`config.mk`:
```
export PLATFORM = sky130hd
export DESIGN_NAME = bc_chain_sequencer
export DESIGN_NICKNAME = d
export VERILOG_FILES = /design/src/rtl/ara_pkg.sv /design/src/rtl/matmul_pkg.sv /design/src/rtl/bc_strobe_pipe.sv /design/src/rtl/bc_chain_sequencer.sv
export SDC_FILE = /design/constraint.sdc
export NUM_CORES = 1
export LEC_CHECK = 0
export ABC_AREA = 1
export ABC_CLOCK_PERIOD_IN_PS = 1400
export CORE_MARGIN = 1
export CORE_UTILIZATION = 40
export DETAILED_ROUTE_END_ITERATION = 8
export PLACE_DENSITY = 0.82
export SLEW_MARGIN = 20
export SYNTH_ARGS = -nofsm -noshare
export SYNTH_HDL_FRONTEND = slang
export SYNTH_HIERARCHICAL = 1
export SYNTH_SLANG_ARGS = --single-unit
```
`constraint.sdc`:
```
create_clock -name clk_i -period 1.4 [get_ports clk_i]
set_input_delay 0.28 -clock clk_i [delete_from_list [all_inputs] [get_ports clk_i]]
set_output_delay 0.28 -clock clk_i [all_outputs]
set_load 0.01 [all_outputs]
```
`src/rtl/ara_pkg.sv`:
```
// Shared vector-unit types used by the broadcast sequencer.
//   elen_t : one vector element as carried on the lane broadcast chain.
package ara_pkg;
  localparam int unsigned ELEN = 64;
  typedef logic [ELEN-1:0] elen_t;
endpackage

```
`src/rtl/matmul_pkg.sv`:
```
// Matmul-side constants and types for the broadcast chain sequencer.
//   LenWidth        : width of the job element-count field.
//   bc_seq_state_e  : sequencer FSM state.
package matmul_pkg;
  localparam int unsigned LenWidth = 16;

  typedef enum logic [1:0] {
    IDLE  = 2'd0,
    RUN   = 2'd1,
    DRAIN = 2'd2
  } bc_seq_state_e;
endpackage

```
`src/rtl/bc_strobe_pipe.sv`:
```
// Per-lane capture strobe delay line. One register per lane so that the
// strobe for lane i follows the element down the chain by i cycles.
//   clk_i, rst_ni : clock, async active-low reset
//   inject_i      : element injected at the head of the chain this cycle
//   strobe_o      : bit i = lane i captures chain data this cycle
module bc_strobe_pipe #(
  parameter int unsigned NrLanes = 4
) (
  input  logic               clk_i,
  input  logic               rst_ni,
  input  logic               inject_i,
  output logic [NrLanes-1:0] strobe_o
);

  logic [NrLanes-1:0] vld_pipe_q;

  always_ff @(posedge clk_i or negedge rst_ni) begin
    if (!rst_ni) vld_pipe_q <= '0;
    else         vld_pipe_q <= {vld_pipe_q[NrLanes-2:0], inject_i};
  end

  assign strobe_o = vld_pipe_q;

endmodule

```
`src/rtl/bc_chain_sequencer.sv`:
```
// Broadcast chain sequencer: accepts a job of cfg_len_i elements, pulls them
// from the operand requester and injects them into the lane broadcast chain,
// then waits for the last element to reach the final lane before done_o.
//   cfg_valid_i/cfg_ready_o/cfg_len_i   : job request handshake
//   data_valid_i/data_ready_o/data_i    : element stream in
//   stall_i                             : lanes pause new injections
//   bc_data_o                           : chain head data (held between elements)
//   bc_valid_o                          : per-lane capture strobes
//   busy_o, done_o                      : status / one-cycle completion pulse
module bc_chain_sequencer
  import ara_pkg::*;
  import matmul_pkg::*;
#(
  parameter int unsigned NrLanes  = 4,
  parameter int unsigned LenWidth = matmul_pkg::LenWidth
) (
  input  logic                clk_i,
  input  logic                rst_ni,
  input  logic                cfg_valid_i,
  output logic                cfg_ready_o,
  input  logic [LenWidth-1:0] cfg_len_i,
  input  logic                data_valid_i,
  output logic                data_ready_o,
  input  elen_t               data_i,
  input  logic                stall_i,
  output elen_t               bc_data_o,
  output logic [NrLanes-1:0]  bc_valid_o,
  output logic                busy_o,
  output logic                done_o
);

  localparam int unsigned DrainW = $clog2(NrLanes);

  bc_seq_state_e       state_q;
  logic [LenWidth-1:0] rem_q;
  logic [DrainW-1:0]   drain_q;
  elen_t               bc_data_q;
  logic                done_q;
  logic                cfg_hs, data_hs;

  assign cfg_ready_o  = (state_q == IDLE);
  // Ready is combinational on stall_i so a stall can never race an accept.
  assign data_ready_o = (state_q == RUN) && !stall_i;
  assign cfg_hs       = cfg_valid_i && cfg_ready_o;
  assign data_hs      = data_valid_i && data_ready_o;

  always_ff @(posedge clk_i or negedge rst_ni) begin
    if (!rst_ni) begin
      state_q   <= IDLE;
      rem_q     <= '0;
      drain_q   <= '0;
      bc_data_q <= '0;
      done_q    <= 1'b0;
    end else begin
      done_q <= 1'b0;
      if (data_hs) bc_data_q <= data_i;
      case (state_q)
        IDLE: begin
          if (cfg_hs) begin
            if (cfg_len_i == '0) begin
              done_q <= 1'b1;
            end else begin
              rem_q   <= cfg_len_i;
              state_q <= RUN;
            end
          end
        end
        RUN: begin
          if (data_hs) begin
            if (rem_q != '0) rem_q <= rem_q - LenWidth'(1);
            if (rem_q == LenWidth'(1)) begin
              state_q <= DRAIN;
              drain_q <= DrainW'(NrLanes - 1);
            end
          end
        end
        DRAIN: begin
          // Counter reaches 0 in the cycle the last lane strobes; done is
          // registered one cycle early so it lines up with that strobe.
          if (drain_q == DrainW'(1)) done_q <= 1'b1;
          if (drain_q == '0) state_q <= IDLE;
          else               drain_q <= drain_q - DrainW'(1);
        end
        default: state_q <= IDLE;
      endcase
    end
  end

  bc_strobe_pipe #(
    .NrLanes (NrLanes)
  ) i_strobe_pipe (
    .clk_i    (clk_i),
    .rst_ni   (rst_ni),
    .inject_i (data_hs),
    .strobe_o (bc_valid_o)
  );

  assign bc_data_o = bc_data_q;
  assign busy_o    = (state_q != IDLE);
  assign done_o    = done_q;

endmodule

```
# == After elaboration in Yosys (flattened, before gate mapping) ==
# Cells that the tools add are included.
# totals
ff_bits,89
wordCells,52
output_inout_bits,72
inputBits,85
# classes
n_reduce_logical,14
n_eq_ne,11
muxes,19
addsub,2
# ops
cell,n
two-way mux 16 bit,4
one-hot mux 16 bit (2 select lines),1
== test 16 x 1 -> 1 bit (second input constant),1
zero test 16 bit,1
two-way mux 2 bit,8
nonzero test 16 bit,1
subtractor 16 x 1 -> 16 bit (second input constant),1
AND reduction 5 bit,2
inequality test 2 x 1 -> 1 bit (second input constant),4
inequality test 2 bit (second input constant),3
one-hot mux 2 bit (3 select lines),1
nonzero test 2 bit,3
== test 2 x 1 -> 1 bit (second input constant),2
zero test 2 bit,2
one-hot mux 2 bit (2 select lines),1
AND reduction 4 bit,1
logical AND 1 bit,3
two-way mux 1 bit,3
== test 2 bit (second input constant),1
one-hot mux 1 bit (2 select lines),1
subtractor 2 x 1 -> 2 bit (second input constant),1
zero test 1 bit,1

# == Depth between registers and ports, before layout ==
# depth
word_depth,5
ltp_mapped,11

# == Cells and area by module ==
# Netlist, hierarchy kept.
# modules_own_cells
module,seq_area_each_um2,area_per_inst_um2,cells_per_inst,instances
bc_chain_sequencer,2127.0,4067.7,540,1
bc_strobe_pipe,100.1,100.1,4,1

# == Worst setup path after synthesis ==
# Ideal clock, no wire load.
# synth_path
kind,register -> register
startpoint,reg rem_q[0]
endpoint,reg rem_q[3]
required_ns,1.283
path_slack_ns,-0.115
t_arrival_ns,1.398
path_stages_with_launch,11
path_buffers,1
period_less_slack_ns,1.515
cell_sequence,dfrtp_1 > inv_1 > ha_1 > nand3_1 > nor2_1 > nand3_1 > inv_2 > nor2_4 > buf_6 > nand2_1 > nand2_1
# synth_between
elab_chain_cells,4
word_cells_on_any_way,7
cone_classes,add/sub (1); eq/ne (1); mux (3); reduce/logical (2)
# synth_lines
item,line,source
start: declaration,bc_chain_sequencer.sv:35,logic [LenWidth-1:0] rem_q;
start signal: assignment,bc_chain_sequencer.sv:63,rem_q <= cfg_len_i;
start signal: assignment,bc_chain_sequencer.sv:70,if (rem_q != '0) rem_q <= rem_q - LenWidth'(1);
subtractor 16 x 1 -> 16 bit,bc_chain_sequencer.sv:70,
two-way mux 16 bit,bc_chain_sequencer.sv:70,
two-way mux 16 bit,bc_chain_sequencer.sv:69,if (data_hs) begin
one-hot mux 16 bit (2 select lines),bc_chain_sequencer.sv:57,case (state_q)
# Parallel ways exist; a longest one is shown, timed or not. The select of a mux whose other input is x is not followed.
# A chain may end at the register's enable or synchronous reset.

# == Final worst setup path ==
# layout_path
startpoint,reg rem_q[4]
endpoint,reg rem_q[5]
# The elaborated chain is that of the path after synthesis.

==> results.txt <==
For the global-route usage over all layers, the log shows 22.6%. The transition time at the pin with the least slew margin was 283 ps; the antenna diode count was 0. When the netlist entered floorplanning its net count stood at 633. Averaged over all synthesized cells, the footprint is 7.66 sq um. Broken down by cell family, the worst path's largest delay share belongs to simple AND/OR/NAND/NOR gates. TritonCTS built the clock tree. The gate count of the mapped netlist was 544.

The final worst slack is -125 ps. Setup repair after global routing could not meet its margin everywhere. The checks that failed: negative setup slack. The tools report the endpoint arrival time on the critical path as 1820 ps. Following the worst setup path forward leads to its endpoint at rem_q[5]. The run finished, with violations left.

The power per unit of standard cell area came out at 843 nW/um^2. The flip-flop and latch count after synthesis was 89. Aggregate negative setup slack: -1400 ps. The minimum clock period after layout came out at 1530 ps. The category of the worst setup path capture point was a flip-flop. On the final layout, the worst clock skew is 7.93 ps. The run gives 1910 sq um as the multi-input logic area. Dividing the final minimum period by the clock period gives 109%. In this run the count of I/O pins placed on the die edge is 157. The logs give 81.2% for the worst-case headroom to the max-slew limit and 1690 ps for the data required time of the critical path.

In this design, the stage delay of the slowest critical-path cell is 430 ps. The run gives 36 as the number of cell rows. The final route contains 4253 vias. The worst setup path is launched from a flip-flop. The floorplan core area is 9950 sq um.

The number of buffers inserted by port buffering is 156, and the count of cells along the worst register-to-register path is 9. Initial antenna violation count: 0. The final setup violation count is 22, and the count of nets left with antenna violations after detail routing is 0. For the synthesis warning total, the log shows 6.

Clock-pin slew was measured on the worst setup and hold paths at 90 ps. The number of vias per cell was 4.73; the global placer's final weighted congestion was 0.882. For this block, the initial DRC count from the detailed router was 279.

The logs give 656 MHz for the maximum achievable frequency and 89 for the number of clock sinks. The number of failing hold endpoints at the final stage was 0. The signal on the critical path passes through buf_4, nor2_2, nand2_1, nor2_2, or2_2, nand3_1, nand2_1, nand2_4, nand2_2.

The later pin in the worst-skew pair is clocked with a latency of 350 ps. The critical path is of the flip-flop to flip-flop type. The number of pins exceeding their max-slew limit in the final report was 0.

The worst flop-to-flop path endpoint was rem_q[5]. The maximum level of the CTS H-tree is 3, and the count of distinct cell types in the synthesized netlist is 21. In this run, CTS created clock tree buffers numbering 9.

The filler cells instantiated in the layout total 804. For the total die area, the log shows 10800 sq um. The logs give -130 ps for the worst-case register-to-register setup slack and 0 for the max-cap check violation count.

The critical path depth in cells came out at 9. After detailed routing, the number of remaining DRC violations is 0. The number of global-route vias before repair was 4201; the largest fanout on the critical path was 4. The tree is rooted in a sky130_fd_sc_hd__clkbuf_8.

For this configuration, the core starts out at a cell density of 41.9%. The layout-stage area growth over the synthesis result was 62.9%; the utilization after layout was 68.2%. Cells with a size suffix above 1 make up 20.5% of the layout. The cell area after synthesis was 4170 sq um. The path class of the tightest hold or removal check is primary input to asynchronous set/reset pin.

Summed over all cells, the static leakage comes to 3.64 nW. Entering global routing, the biggest net connects 65 pins. Global-route wire length before repair: 19500 um.

The die is 104 um wide. The logs give 5 for the number of search-and-repair iterations in the first detailed-routing pass and 0 for the remaining global-route overflow. The final layout net count is 850. The tools report the start point of the critical path as rem_q[4]. IR analysis of the VDD net gives a maximum drop of 453 uV. The count of buffering cells on the critical path with inverters included was 1; the total area of sequential cells was 2230 sq um.

The routed length per placed instance came out at 14.2 um. The share of the yosys chip area belonging to registers was 53.4%; the die outline height was 104 um. For the maximum buffer depth of the clock tree, the log shows 2. The routed wire length was 12700 um.

For this design, the slowest cell found on the critical path is sky130_fd_sc_hd__dfrtp_1. The worst register-to-register path begins at rem_q[4]. The post-detailed-placement half-perimeter wirelength was 8610 um.
## metrics by stage
| stage | hold slack, ps | instance area, sq um | setup slack [ps] | instances | total power [mW] |
|---|---|---|---|---|---|
| 6_report | 347 | 6790 | -125 | 899 | 5.72 |
| 5_1_grt | 362 | 6790 | -204 | 899 | 6.01 |
| 4_1_cts | 338 | 6520 | -74.0 | 891 | 5.74 |
| 3_5_place_dp | 182 | 6260 | -458 | 868 | 4.28 |
| 3_3_place_gp | 173 | 6260 | -406 | 868 | 4.24 |
| 2_1_floorplan | -15.6 | 4220 | -3.56 | 544 | 3.38 |
## power breakdown
part           internal [mW]  switching [mW]  leakage [nW]
Sequential              2.80           0.120          1.12
Combinational          0.614           0.545          2.44
Clock                  0.668           0.970        0.0810
Total                   4.09            1.64          3.64
## cells in the mapped netlist (all sizes together)
| cell | n | area share [%] |
|---|---|---|
| nor2 | 46 | 4.9 |
| buf | 19 | 4.0 |
| inv | 28 | 2.5 |
| o21bai | 1 | 0.18 |
| nand3 | 23 | 2.8 |
| ha | 4 | 1.2 |
| or2 | 2 | 0.30 |
| nand4 | 1 | 0.30 |
| a21oi | 3 | 0.45 |
| o21ai | 9 | 1.1 |
| nand2 | 317 | 29 |
| nand3b | 1 | 0.18 |
| and2 | 1 | 0.15 |
| dfrtp | 89 | 53 |
## layer usage
metal	up-vias	GRT usage, %	share of wire, %
met1	1967	26.5	40
met3	29	3.32	4.7
met4	0	11.1	3.0
li1	2082	-	-
met2	175	40.2	52
met5	-	0	0
## how the worst min path moves through the flow
| stage | from | endpoint | slack [ps] | depth (start not counted) |
|---|---|---|---|---|
| final | rst_ni | done_o | 350 | 2 |
| after global routing | rst_ni | drain_q[0] | 360 | 2 |
| after CTS | rst_ni | state_q[1] | 340 | 2 |
| after detailed placement | rst_ni | state_q[1] | 180 | 1 |
| after global placement | rst_ni | done_o | 170 | 1 |
| after floorplan | rst_ni | bc_data_o[0] | -20 | 0 |
## registers in the layout, indices dropped and copies added, names as in the netlist
signal	cells
rem_q	16
done_o	1
bc_data_o	64
i_strobe_pipe/strobe_o	4
drain_q	2
state_q	2
## area by class of cell
cell class / count / share of cell area [%]
flip-flops and latches: 89 / 32.9
repair buffers: 225 / 32.0
multi-input cells: 408 / 28.2
well taps: 133 / 2.45
clock buffers: 10 / 1.88
inverters: 28 / 1.81
clock inverters: 6 / 0.756
## worst register-to-register path, stage by stage (launching register included)
cell and delay (ps):
sky130_fd_sc_hd__dfrtp_1 430, sky130_fd_sc_hd__buf_4 160, sky130_fd_sc_hd__nor2_2 110, sky130_fd_sc_hd__nand2_1 110
sky130_fd_sc_hd__nor2_2 220, sky130_fd_sc_hd__or2_2 150, sky130_fd_sc_hd__nand3_1 50, sky130_fd_sc_hd__nand2_1 110
sky130_fd_sc_hd__nand2_4 60, sky130_fd_sc_hd__nand2_2 70
## cell families after synthesis
family / count (synthesis) / synth area share [%]
buffers and inverters: 47 / 6.48
DFF: 89 / 53.4
and+or+nand+nor: 391 / 37.2
AOI/OAI and AO/OA: 13 / 1.71
adders and majority gates: 4 / 1.20
## what timing repair did
action,CTS,global route
cloned,1,3
setup buffers,6,6
setup endpoints to repair,90,71
pin swaps,10,18
endpoints found under the hold margin,13,0
gates resized for setup,110,55
hold buffers,1,0
## cell usage in the layout (no fill, tap or decap), types with 9 or more instances in the layout
cell type,synthesis,layout
sky130_fd_sc_hd__buf_4,8,51
sky130_fd_sc_hd__buf_6,8,9
sky130_fd_sc_hd__clkbuf_8,0,9
sky130_fd_sc_hd__clkdlybuf4s50_1,0,83
sky130_fd_sc_hd__dfrtp_1,89,86
sky130_fd_sc_hd__dlygate4sd2_1,0,69
sky130_fd_sc_hd__inv_1,23,19
sky130_fd_sc_hd__nand2_1,316,292
sky130_fd_sc_hd__nand2_2,1,19
sky130_fd_sc_hd__nand3_1,23,19
sky130_fd_sc_hd__nor2_1,40,23
sky130_fd_sc_hd__nor2_2,3,12
sky130_fd_sc_hd__nor2_4,3,11
No activity file was read; power rests on OpenSTA's default activity.
==> variant (config.mk and constraints unchanged) <==
Add an input register stage for `cfg_valid_i`, with the module's reset; this delays it by one clock. The other inputs are not delayed to match.
--- a/src/rtl/bc_chain_sequencer.sv
+++ b/src/rtl/bc_chain_sequencer.sv
@@ -33,2 +33,12 @@
 
+  logic cfg_valid_q;
+
+  always_ff @(posedge clk_i or negedge rst_ni) begin
+    if (!rst_ni) begin
+      cfg_valid_q <= '0;
+    end else begin
+      cfg_valid_q <= cfg_valid_i;
+    end
+  end
+
   bc_seq_state_e       state_q;
@@ -43,3 +53,3 @@
   assign data_ready_o = (state_q == RUN) && !stall_i;
-  assign cfg_hs       = cfg_valid_i && cfg_ready_o;
+  assign cfg_hs       = cfg_valid_q && cfg_ready_o;
   assign data_hs      = data_valid_i && data_ready_o;
Behaviour: not the same (Yosys sat finds a counterexample within 4 cycles, from zero or initial values and one cycle with rst_ni low).
==> variant against the unedited design <==
- the run still ends with setup timing left
- cell area is 8.1% higher
- worst setup slack better by 0.022 ns
- synthesized cell count is 1.1% lower
- routed wire length is 13% higher
- count of clock-buffer cells in the layout is 1 lower
- clock skew is 0.0049 ns higher
- sequential cell count is 1 higher
- area after synthesis is 1.2% higher
- non-clock buffer count is 6 higher
- via count is 5.3% higher
- critical path type unchanged
- critical endpoint is now drain_q[1]$_DFFE_PN0P_
- highest routed layer unchanged
Power is not compared: it rests on default switching activity, and its combinational part moved more than twofold at a synthesized area within 25%.
==> variant: results (changes against the unedited design) <==
outcome - finished with violations
failing checks - setup timing
Placed Instances - 860 (-0.92%)
Netlist cell types - 26 (+24%)
largest net degree at the start of global routing - 91 (+40%)
Vias - 4,478 (+5.3%)
M1 wire length - 5628 µm (+9.9%)
share of the synthesized area in the top cell type - 53.41% (about the same)
synth top area cells - dfrtp_1, nand2_1, nor2_1
Worst Hold Class - in2reg
first-pass GRT wire length - 19,780 µm (+1.2%)
final setup vio count - 87 (+300%)
fin cells - 906 (+0.78%)
compound-gate portion of the synthesized area - 3.620% (+1.9 points)
P&R area growth vs syn - 73.95%
drt first-iter violations - 295 (+5.7%)
layout cells sized above 1 - 30.52% (+10 points)
Post-Synth Adder-Cell Area - 1.187% (-0.014 points)
crit path DAT - 1.76 ns (-0.06 ns)
met2 Use GR - 41.49% (+1.2 points)
synth cell count leaders - nand2_1, dfrtp_1, nor2_1, inv_1, nand3_1
vias in the first global route - 4,241 (+0.95%)
met2 routed WL - 7666 µm (+15%)
fin nets - 854 (+0.47%)
post-route setup slack - -0.1037 ns (+0.02177 ns)
setup tns final - -4.288 ns (-2.886 ns)
Max transition margin - 66.47% (-15 points)
dpl cell area - 6248 µm² (-0.20%)
pre-CTS setup slack - -0.6233 ns (-0.1656 ns)
Synth Instances - 538 (-1.1%)
GRT Util Overall - 22.61% (+0.027 points)
fillers - 730 (-9.2%)
HPWL reported at the end of detailed placement - 8221 µm (-4.6%)
GR met3 Demand/Resource - 3.057% (-0.26 points)
## variant: cell count changes in the layout (fill, tap and decap cells not counted), sizes merged, moves of 3 or more
cell and change:
nand2 -16, inv +6, o21ai +6, buf +4, nand3 +4, nor2 -4
bufinv +3, clkinvlp -3
## variant: cell type report
| type | count | area share (%) |
|---|---|---|
| Timing Repair Buffer | 231 | 31.49 |
| Sequential cell | 90 | 30.74 |
| Multi-Input combinational cell | 400 | 30.02 |
| Tap cell | 136 | 2.320 |
| Inverter | 32 | 1.894 |
| Clock buffer | 9 | 1.689 |
| Clock inverter | 7 | 1.689 |
| Timing Repair inverter | 1 | 0.1535 |
## variant: power groups by stage
stage | clock network [mW] | registers, mW | logic [mW]
floorplan | 0 | 3.65 | 1.76
global placement | 0 | 3.43 | 3.80
detailed placement | 0 | 3.47 | 3.91
CTS | 2.22 | 3.42 | 4.05
global route | 2.32 | 3.51 | 4.95
finish | 2.19 | 3.47 | 4.55
## variant: final timing paths
path / from / end / slack [ns]
worst min register to register: i_strobe_pipe/strobe_o[0]$_DFF_PN0_ / i_strobe_pipe/strobe_o[1]$_DFF_PN0_ / 0.36
worst max register to register: rem_q[10]$_DFFE_PN0P_ / drain_q[1]$_DFFE_PN0P_ / -0.10
worst min-delay path: cfg_valid_i / cfg_valid_q$_DFF_PN0_ / 0.35
min in group asynchronous: rst_ni / cfg_valid_q$_DFF_PN0_ / 0.48
max in group asynchronous: rst_ni / bc_data_o[45]$_DFFE_PN0P_ / 0.51
worst max-delay path: rem_q[10]$_DFFE_PN0P_ / drain_q[1]$_DFFE_PN0P_ / -0.10
## variant: timing repair
item                                    4_1_cts  5_1_grt
pin swaps                                    22       22
hold buffers                                  1        0
resized for setup                           124      127
endpoints found under the setup margin       93       88
setup buffers                                15        1
gates cloned                                  2       12
hold endpoints to repair                     90        0
